--- config.mk ---
export PLATFORM = sky130hd
export DESIGN_NAME = obstacle_sequencer
export DESIGN_NICKNAME = d
export VERILOG_FILES = /design/src/rtl/obstacle_sequencer.sv
export SDC_FILE = /design/constraint.sdc
export NUM_CORES = 1
export LEC_CHECK = 0
export CAP_MARGIN = 20
export CORE_UTILIZATION = 60
export DETAILED_ROUTE_END_ITERATION = 6
export GPL_TIMING_DRIVEN = 0
export HOLD_SLACK_MARGIN = 0.05
export MAX_ROUTING_LAYER = met4
export PLACE_DENSITY = 0.88
export SYNTH_ARGS = -nofsm -noshare
export SYNTH_HDL_FRONTEND = slang
export SYNTH_SLANG_ARGS = --single-unit
--- constraint.sdc ---
create_clock -name clk -period 5.2 [get_ports clk]
set_clock_uncertainty 0.1 [all_clocks]
set_input_delay 1.04 -clock clk [delete_from_list [all_inputs] [get_ports clk]]
set_output_delay 1.04 -clock clk [all_outputs]
set_load 0.01 [all_outputs]
--- src/rtl/obstacle_sequencer.sv ---
// obstacle_sequencer
//   Game sequencer for the three-lane obstacle game. Owns the 6-row x 3-lane
//   obstacle field, produces the field-advance tick with a speed ramp, injects
//   new rows from the pattern generator, detects player/obstacle collisions
//   and runs the IDLE/RUN/HIT/OVER game state machine with lives and score.
//
// Ports
//   clk          system clock, all registers on posedge
//   reset_n      synchronous active-low reset
//   start        start / restart request (honoured in IDLE and OVER)
//   obs_pattern  candidate top row, bit0 = left lane
//   player       one-hot player lane, bit0 = left lane
//   field        obstacle field, [2:0] top row ... [17:15] bottom row
//   tick         one-cycle pulse per field advance period
//   game_active  high in RUN
//   hit_flash    high in HIT
//   game_over    high in OVER
//   score        rows cleared, saturating
//   lives_left   remaining lives
module obstacle_sequencer #(
  parameter int TICK_INIT     = 7897898,
  parameter int TICK_MIN      = 2000000,
  parameter int TICK_DEC      = 500000,
  parameter int SPEEDUP_EVERY = 8,
  parameter int LIVES         = 3,
  parameter int HIT_HOLD      = 4
) (
  input  logic        clk,
  input  logic        reset_n,
  input  logic        start,
  input  logic [2:0]  obs_pattern,
  input  logic [2:0]  player,
  output logic [17:0] field,
  output logic        tick,
  output logic        game_active,
  output logic        hit_flash,
  output logic        game_over,
  output logic [15:0] score,
  output logic [1:0]  lives_left
);

  typedef enum logic [1:0] {IDLE, RUN, HIT, OVER} state_t;

  localparam logic [31:0] PERIOD_INIT = 32'(TICK_INIT);
  localparam logic [31:0] PERIOD_MIN  = 32'(TICK_MIN);
  localparam logic [31:0] PERIOD_DEC  = 32'(TICK_DEC);
  localparam logic [15:0] SPEED_LAST  = 16'(SPEEDUP_EVERY - 1);
  localparam logic [7:0]  HOLD_INIT   = 8'(HIT_HOLD);
  localparam logic [1:0]  LIVES_INIT  = 2'(LIVES);

  state_t      state;
  logic [31:0] period;
  logic [31:0] div_cnt;
  logic [15:0] speed_cnt;
  logic [7:0]  hold_cnt;

  logic [2:0]  player_s;
  logic [2:0]  ins;
  logic        coll;
  logic        wrap;

  // Row selection, player sanitising and collision detection. A non-one-hot
  // player is parked in the middle lane. The new top row is forced blank after
  // an obstacle row, and a full-width pattern gets its left lane opened.
  always_comb begin
    player_s = 3'b010;
    if (player == 3'b001 || player == 3'b010 || player == 3'b100)
      player_s = player;

    ins = obs_pattern;
    if (field[2:0] != 3'b000)
      ins = 3'b000;
    else if (obs_pattern == 3'b111)
      ins = 3'b110;

    coll = (state == RUN) && ((field[17:15] & player_s) != 3'b000);
    wrap = (div_cnt >= period - 32'd1);
  end

  // Game state machine, divider, field and scoring. The divider wrap is the
  // event that registers tick, so the HIT hold count is stepped on the wrap
  // itself; the final wrap of HIT hands straight back to RUN (or OVER) with a
  // fresh divider and no tick, which keeps HIT at exactly HIT_HOLD periods.
  // A collision wins over a coincident tick: the shift and score are dropped.
  always_ff @(posedge clk) begin
    if (!reset_n) begin
      state      <= IDLE;
      field      <= '0;
      tick       <= 1'b0;
      score      <= '0;
      lives_left <= LIVES_INIT;
      period     <= PERIOD_INIT;
      div_cnt    <= '0;
      speed_cnt  <= '0;
      hold_cnt   <= '0;
    end else begin
      tick <= 1'b0;
      case (state)
        IDLE: begin
          div_cnt <= '0;
          if (start)
            state <= RUN;
        end

        RUN: begin
          if (coll) begin
            state      <= HIT;
            lives_left <= lives_left - 2'd1;
            field      <= '0;
            hold_cnt   <= HOLD_INIT;
            div_cnt    <= '0;
          end else begin
            if (wrap) begin
              div_cnt <= '0;
              tick    <= 1'b1;
            end else begin
              div_cnt <= div_cnt + 32'd1;
            end

            if (tick) begin
              field <= {field[14:0], ins};
              if (field[17:15] != 3'b000) begin
                if (score != 16'hFFFF)
                  score <= score + 16'd1;
                if (speed_cnt >= SPEED_LAST) begin
                  speed_cnt <= '0;
                  if (period >= PERIOD_MIN + PERIOD_DEC)
                    period <= period - PERIOD_DEC;
                  else
                    period <= PERIOD_MIN;
                end else begin
                  speed_cnt <= speed_cnt + 16'd1;
                end
              end
            end
          end
        end

        HIT: begin
          if (wrap) begin
            div_cnt <= '0;
            if (hold_cnt <= 8'd1) begin
              hold_cnt <= '0;
              state    <= (lives_left != 2'd0) ? RUN : OVER;
            end else begin
              hold_cnt <= hold_cnt - 8'd1;
              tick     <= 1'b1;
            end
          end else begin
            div_cnt <= div_cnt + 32'd1;
          end
        end

        OVER: begin
          div_cnt <= '0;
          if (start) begin
            state      <= RUN;
            field      <= '0;
            score      <= '0;
            lives_left <= LIVES_INIT;
            period     <= PERIOD_INIT;
            speed_cnt  <= '0;
          end
        end

        default: state <= IDLE;
      endcase
    end
  end

  // Status flags are a direct decode of the state register.
  assign game_active = (state == RUN);
  assign hit_flash   = (state == HIT);
  assign game_over   = (state == OVER);

endmodule
# == After elaboration in Yosys (flattened, before gate mapping) ==
# Cells that the tools add are included.
# word_totals
ff_bits,127
input_bits,9
# classes
n_addsub,7
magnitude_cmp,4
eq_ne,19
n_mux,46
n_bitwise,1
reduce_logical,18
# op_table
op,count
32-bit two-way mux,8
16-bit two-way mux,9
32-bit one-hot mux with 3 select lines,1
16-bit one-hot mux with 2 select lines,2
32-bit one-hot mux with 2 select lines,1
18-bit two-way mux,3
18-bit one-hot mux with 2 select lines,1
16-bit by 1-bit adder with 16-bit output (second input constant),2
32-bit by 1-bit adder with 32-bit output (second input constant),1
32-bit by 22-bit greater-or-equal comparator with 1-bit output (second input constant),1
32-bit greater-or-equal comparator,1
32-bit by 1-bit subtractor with 32-bit output (second input constant),1
32-bit by 19-bit subtractor with 32-bit output (second input constant),1
8-bit two-way mux,3
16-bit by 3-bit greater-or-equal comparator with 1-bit output (second input constant),1
16-bit != test (second input constant),1
8-bit one-hot mux with 2 select lines,1
2-bit two-way mux,7
2-bit by 1-bit != test with 1-bit output (second input constant),7
6-bit AND reduction,2
3-bit two-way mux,3
3-bit AND reduction,3
3-bit nonzero test,3
8-bit by 1-bit <= comparator with 1-bit output (second input constant),1
21 further kinds,31

# == Depth between registers and ports, before layout ==
# logic_depth
ltp_word,9
mapped_depth,18
mapped_depth_nobuf,15

# == Least setup slack after synthesis ==
# Ideal clock, no wire load.
# synth_timing
path_kind,register -> register
startpoint,register period[9]
endpoint,register div_cnt[24]
setup_ns,0.128
arrival_time_ns,3.889
path_slack_ns,1.083
stages_incl_launch_ff,17
path_buffers,3
synth_period_minus_slack_ns,4.117
cell_sequence,dfxtp_1 -> buf_6 -> or3_4 -> or4_4 -> or3_1 -> or4_4 -> nor2_2 -> xnor2_1 -> ha_1 -> nand4_1 -> nor4_1 -> o21a_1 -> o21a_1 -> or4_1 -> clkbuf_1 -> clkbuf_1 -> nor2_1
# synth_via
elab_chain_len,5
# synth_rtl
item,line,text
from (decl),52,logic [31:0] period;
from (signal assigned),128,period <= period - PERIOD_DEC;
32-bit by 1-bit subtractor with 32-bit output *,77,wrap = (div_cnt >= period - 32'd1);
32-bit greater-or-equal comparator *,77,
32-bit two-way mux *,"113, 140",
32-bit two-way mux,106,if (coll) begin
32-bit one-hot mux with 3 select lines *,98,case (state)
to (signal assigned),117,div_cnt <= div_cnt + 32'd1;
to (signal assigned),150,div_cnt <= div_cnt + 32'd1;
to (decl),53,logic [31:0] div_cnt;
# Mark *: on every way between the ends. The rest lies on a longest branch, timed or not.
# A chain may end at the register's enable or synchronous reset.

# == Final worst setup path ==
# layout_timing
startpoint,register period[11]
endpoint,register div_cnt[8]
# The elaborated chain is that of the path after synthesis.

==> impl_metrics.ini <==
[status]
status = complete, no violations

[finish]
fin_nets = 984
antenna_cells = 0
drive_gt1_frac = 0.0561
syn_to_final_growth_pct = 19.0

[timing]
rsz0062_at_grt = no
setup_tns_ns = 0
fin_crit_sh = 0.943
timing.hold.ws_ns = 0.376
finalHoldViolCount = 0
slew_violations = 0
period_minus_slack_ns = 4.90
setup_ws_ns = 0.297
worst_slew_margin_rel = 0.302
finalSetupViolCount = 0
worstMarginPinSlew_ns = 1.04
max_freq_ghz = 0.204

[synthesis]
synth_seq_cells = 123
synth_top_flop_cell = dfxtp_1
yosysWarnings = 0
synth_edf_count = 0
syn_nets = 916
yosysSeqAreaShare = 0.351
synth_area_sq_um = 7010
synth.distinct_cells = 67
async_flop_share = 0
synth_area_per_cell_sq_um = 8.11
syn_inst = 864

[setup_path]
worst-r2r-setup-slack_ns = 0.30
worst-path-max-fanout = 10
crit_path_end_kind = register
criticalPathCategory = register to register
path_common_cell = clkbuf_1
worstPathArrival_ns = 5.10
cp_slowest_cell = or4_4
required_ns = 5.40
cp_slowest_stage_delay_ns = 0.51
path_buf_inv = 3
start_kind = register
path_cells = clkbuf_1, or3_4, or4_4, or3_1, or4_4, nor2_2, xnor2_1, ha_1, nand4_1, nor4_1, o21a_1, o21a_1, or4_1, clkbuf_1, clkbuf_1, nor2_1
critical_path.top_delay_family = simple AND/OR/NAND/NOR gates

[floorplan]
die-width_um = 110
die_height_um = 110
fp.coreArea_sq_um = 11400
initial_core_util = 0.614
dieArea_sq_um = 12100
rows = 39
io_pins = 49

[power]
p_sw_frac = 0.289
p_sw_uw = 804
p_total_uw = 2780
p_seq_frac = 0.361
cellPowerDensity_nw_per_um2 = 334
clockPowerShare = 0.474
p_leak_uw = 0.00290
combPwrFrac = 0.165
power.internal_uw = 1980
irDropWorstVdd_mv = 0.504

[drt]
routedWlPerCell_um = 15.5
first_pass_iters = 5
routed_wl_mm = 16.9
routed_via_density = 6.05
ant_nets = 0
dr.first_iter.drc_count = 436
drc = 0
vias = 6587

[placement]
pre_cts_slack_ns = 0.300
post-dp-hpwl_mm = 11.7
portBuffers = 47
routabilityCongestion = 0.951

[grt]
grt_overflow = 0
grt_pass1_wl_mm = 27.8
grt.total_usage = 0.302
grt_pass1_vias = 6172
grt_max_degree = 17
antenna_found_initial = 0

[clocking]
cts.repair.resized = 0
cts_tree = yes
cts_post_setup_buffers_inserted = 0
cts.path.max_buffers = 2
cts.clk_slew.worst_paths_ns = 0.06
cts-root-buf = clkbuf_16
numCtsBuffers = 17
clock-sinks = 123
clk_latency_ns = 0.43
htree_levels = 4
cts_hold_buf = 0

[job]
maxCapViolations = 0

[min_path]
hp-class = register to register
-- cell families (layout without fill, tap and decap cells) --
logic type                 after synthesis  in the layout  synth area share
adders and majority gates               43             43            0.0768
xor gates and xnor gates                72             72            0.0900
DFF                                    123            123             0.351
and+or+nand+nor                        381            381             0.275
muxes                                    6              6           0.00857
AOI/OAI and AO/OA                      173            173             0.161
other                                    1              1          0.000535
buffers and inverters                   65            146            0.0362
-- per-stage QoR --
stage                     std cells  utilization  instance area (sq um)
after floorplan                 864            -                   7010
after global placement         1054        0.671                   7660
after detailed placement       1055        0.671                   7660
after CTS                      1087        0.729                   8320
after global routing           1088        0.730                   8340
final                          1088        0.730                   8340
-- layer usage --
metal,share of wire,vias up,routed length [um],global-route usage
met5,0,-,0,-
met4,0.017,0,293,0.122
met3,0.057,33,971,0.0835
met2,0.49,196,8210,0.498
met1,0.44,3093,7420,0.347
li1,-,3265,-,-
-- power groups by stage --
stage	Sequential, uW	Clock [uW]	Combinational, uW
final	1000	1320	459
after global routing	1010	1370	501
after CTS	1000	1330	451
after detailed placement	1020	0	446
after global placement	1020	0	441
after floorplan	1020	0	311
-- final timing paths --
check           endpoint  cells past startpoint   startpoint
min reg2reg  hold_cnt[1]                      2  hold_cnt[1]
min          hold_cnt[1]                      2  hold_cnt[1]
max reg2reg   div_cnt[8]                     16   period[11]
max           div_cnt[8]                     16   period[11]
-- cell usage after synthesis (4+ instances only) --
library cell	number	area (sq um)
nor2_1	127	477
dfxtp_1	123	2460
nand2_1	66	248
xnor2_1	51	447
a21oi_1	48	240
ha_1	43	538
clkbuf_1	34	128
nor3_1	28	140
o21ai_0	28	140
nand3_1	27	135
inv_1	26	97.6
nand4_1	23	144
xor2_1	21	184
and3_1	19	119
or3_1	16	100
a22oi_1	15	113
or4_1	14	105
o31ai_1	11	82.6
a31oi_1	10	62.6
nor4_1	10	62.6
o211ai_1	10	75.1
and2_1	9	56.3
o21a_1	7	52.6
and4_1	6	52.6
mux2i_1	6	60.1
nand3b_1	5	37.5
nor2_2	5	31.3
a211oi_1	4	30.0
a21o_1	4	30.0
or2_2	4	25.0
or4_4	4	45.0
-- state kept, by name, indices dropped and copies added (netlist names) --
signal	flops
div_cnt	32
tick	1
hold_cnt	8
speed_cnt	16
lives_left	2
field	18
state	2
score	16
period	28
-- cell type report --
class / instances / area, sq um
plain buffers: 38 / 153
clock inverters: 13 / 213
flip-flops and latches: 123 / 2460
clock buffers: 19 / 443
multi-input cells: 676 / 4310
inverters: 27 / 101
repair buffers: 49 / 480
fillers: 853 / 3080
well taps: 143 / 179
-- cells in the final DEF (no fill, tap or decap), types with 4 or more instances in the layout --
cell / Yosys / final
or4_4: 4 / 4
mux2i_1: 6 / 6
and2_1: 9 / 9
or2_2: 4 / 4
o21a_1: 7 / 7
clkbuf_16: 0 / 17
or3_1: 16 / 16
nand4_1: 23 / 23
nand3_1: 27 / 27
bufinv_16: 0 / 5
nand2_1: 66 / 66
clkbuf_1: 34 / 35
nor3_1: 28 / 27
and4_1: 6 / 6
nor4_1: 10 / 10
a22oi_1: 15 / 15
ha_1: 43 / 43
a31oi_1: 10 / 10
or4_1: 14 / 14
and3_1: 19 / 19
xnor2_1: 51 / 51
inv_1: 26 / 26
nor2_2: 5 / 5
o211ai_1: 10 / 10
a21o_1: 4 / 4
o21ai_0: 28 / 28
o31ai_1: 11 / 11
clkdlybuf4s50_1: 0 / 47
nand3b_1: 5 / 5
a21oi_1: 48 / 48
a211oi_1: 4 / 4
nor2_1: 127 / 127
xor2_1: 21 / 21
dfxtp_1: 123 / 123
-- worst min-delay path: stages, from the launching register on --
cell and delay, ns:
dfxtp_1 0.32, nand2_1 0.06, mux2i_1 0.05
Note: power is estimated with default switching activity, not from simulation.
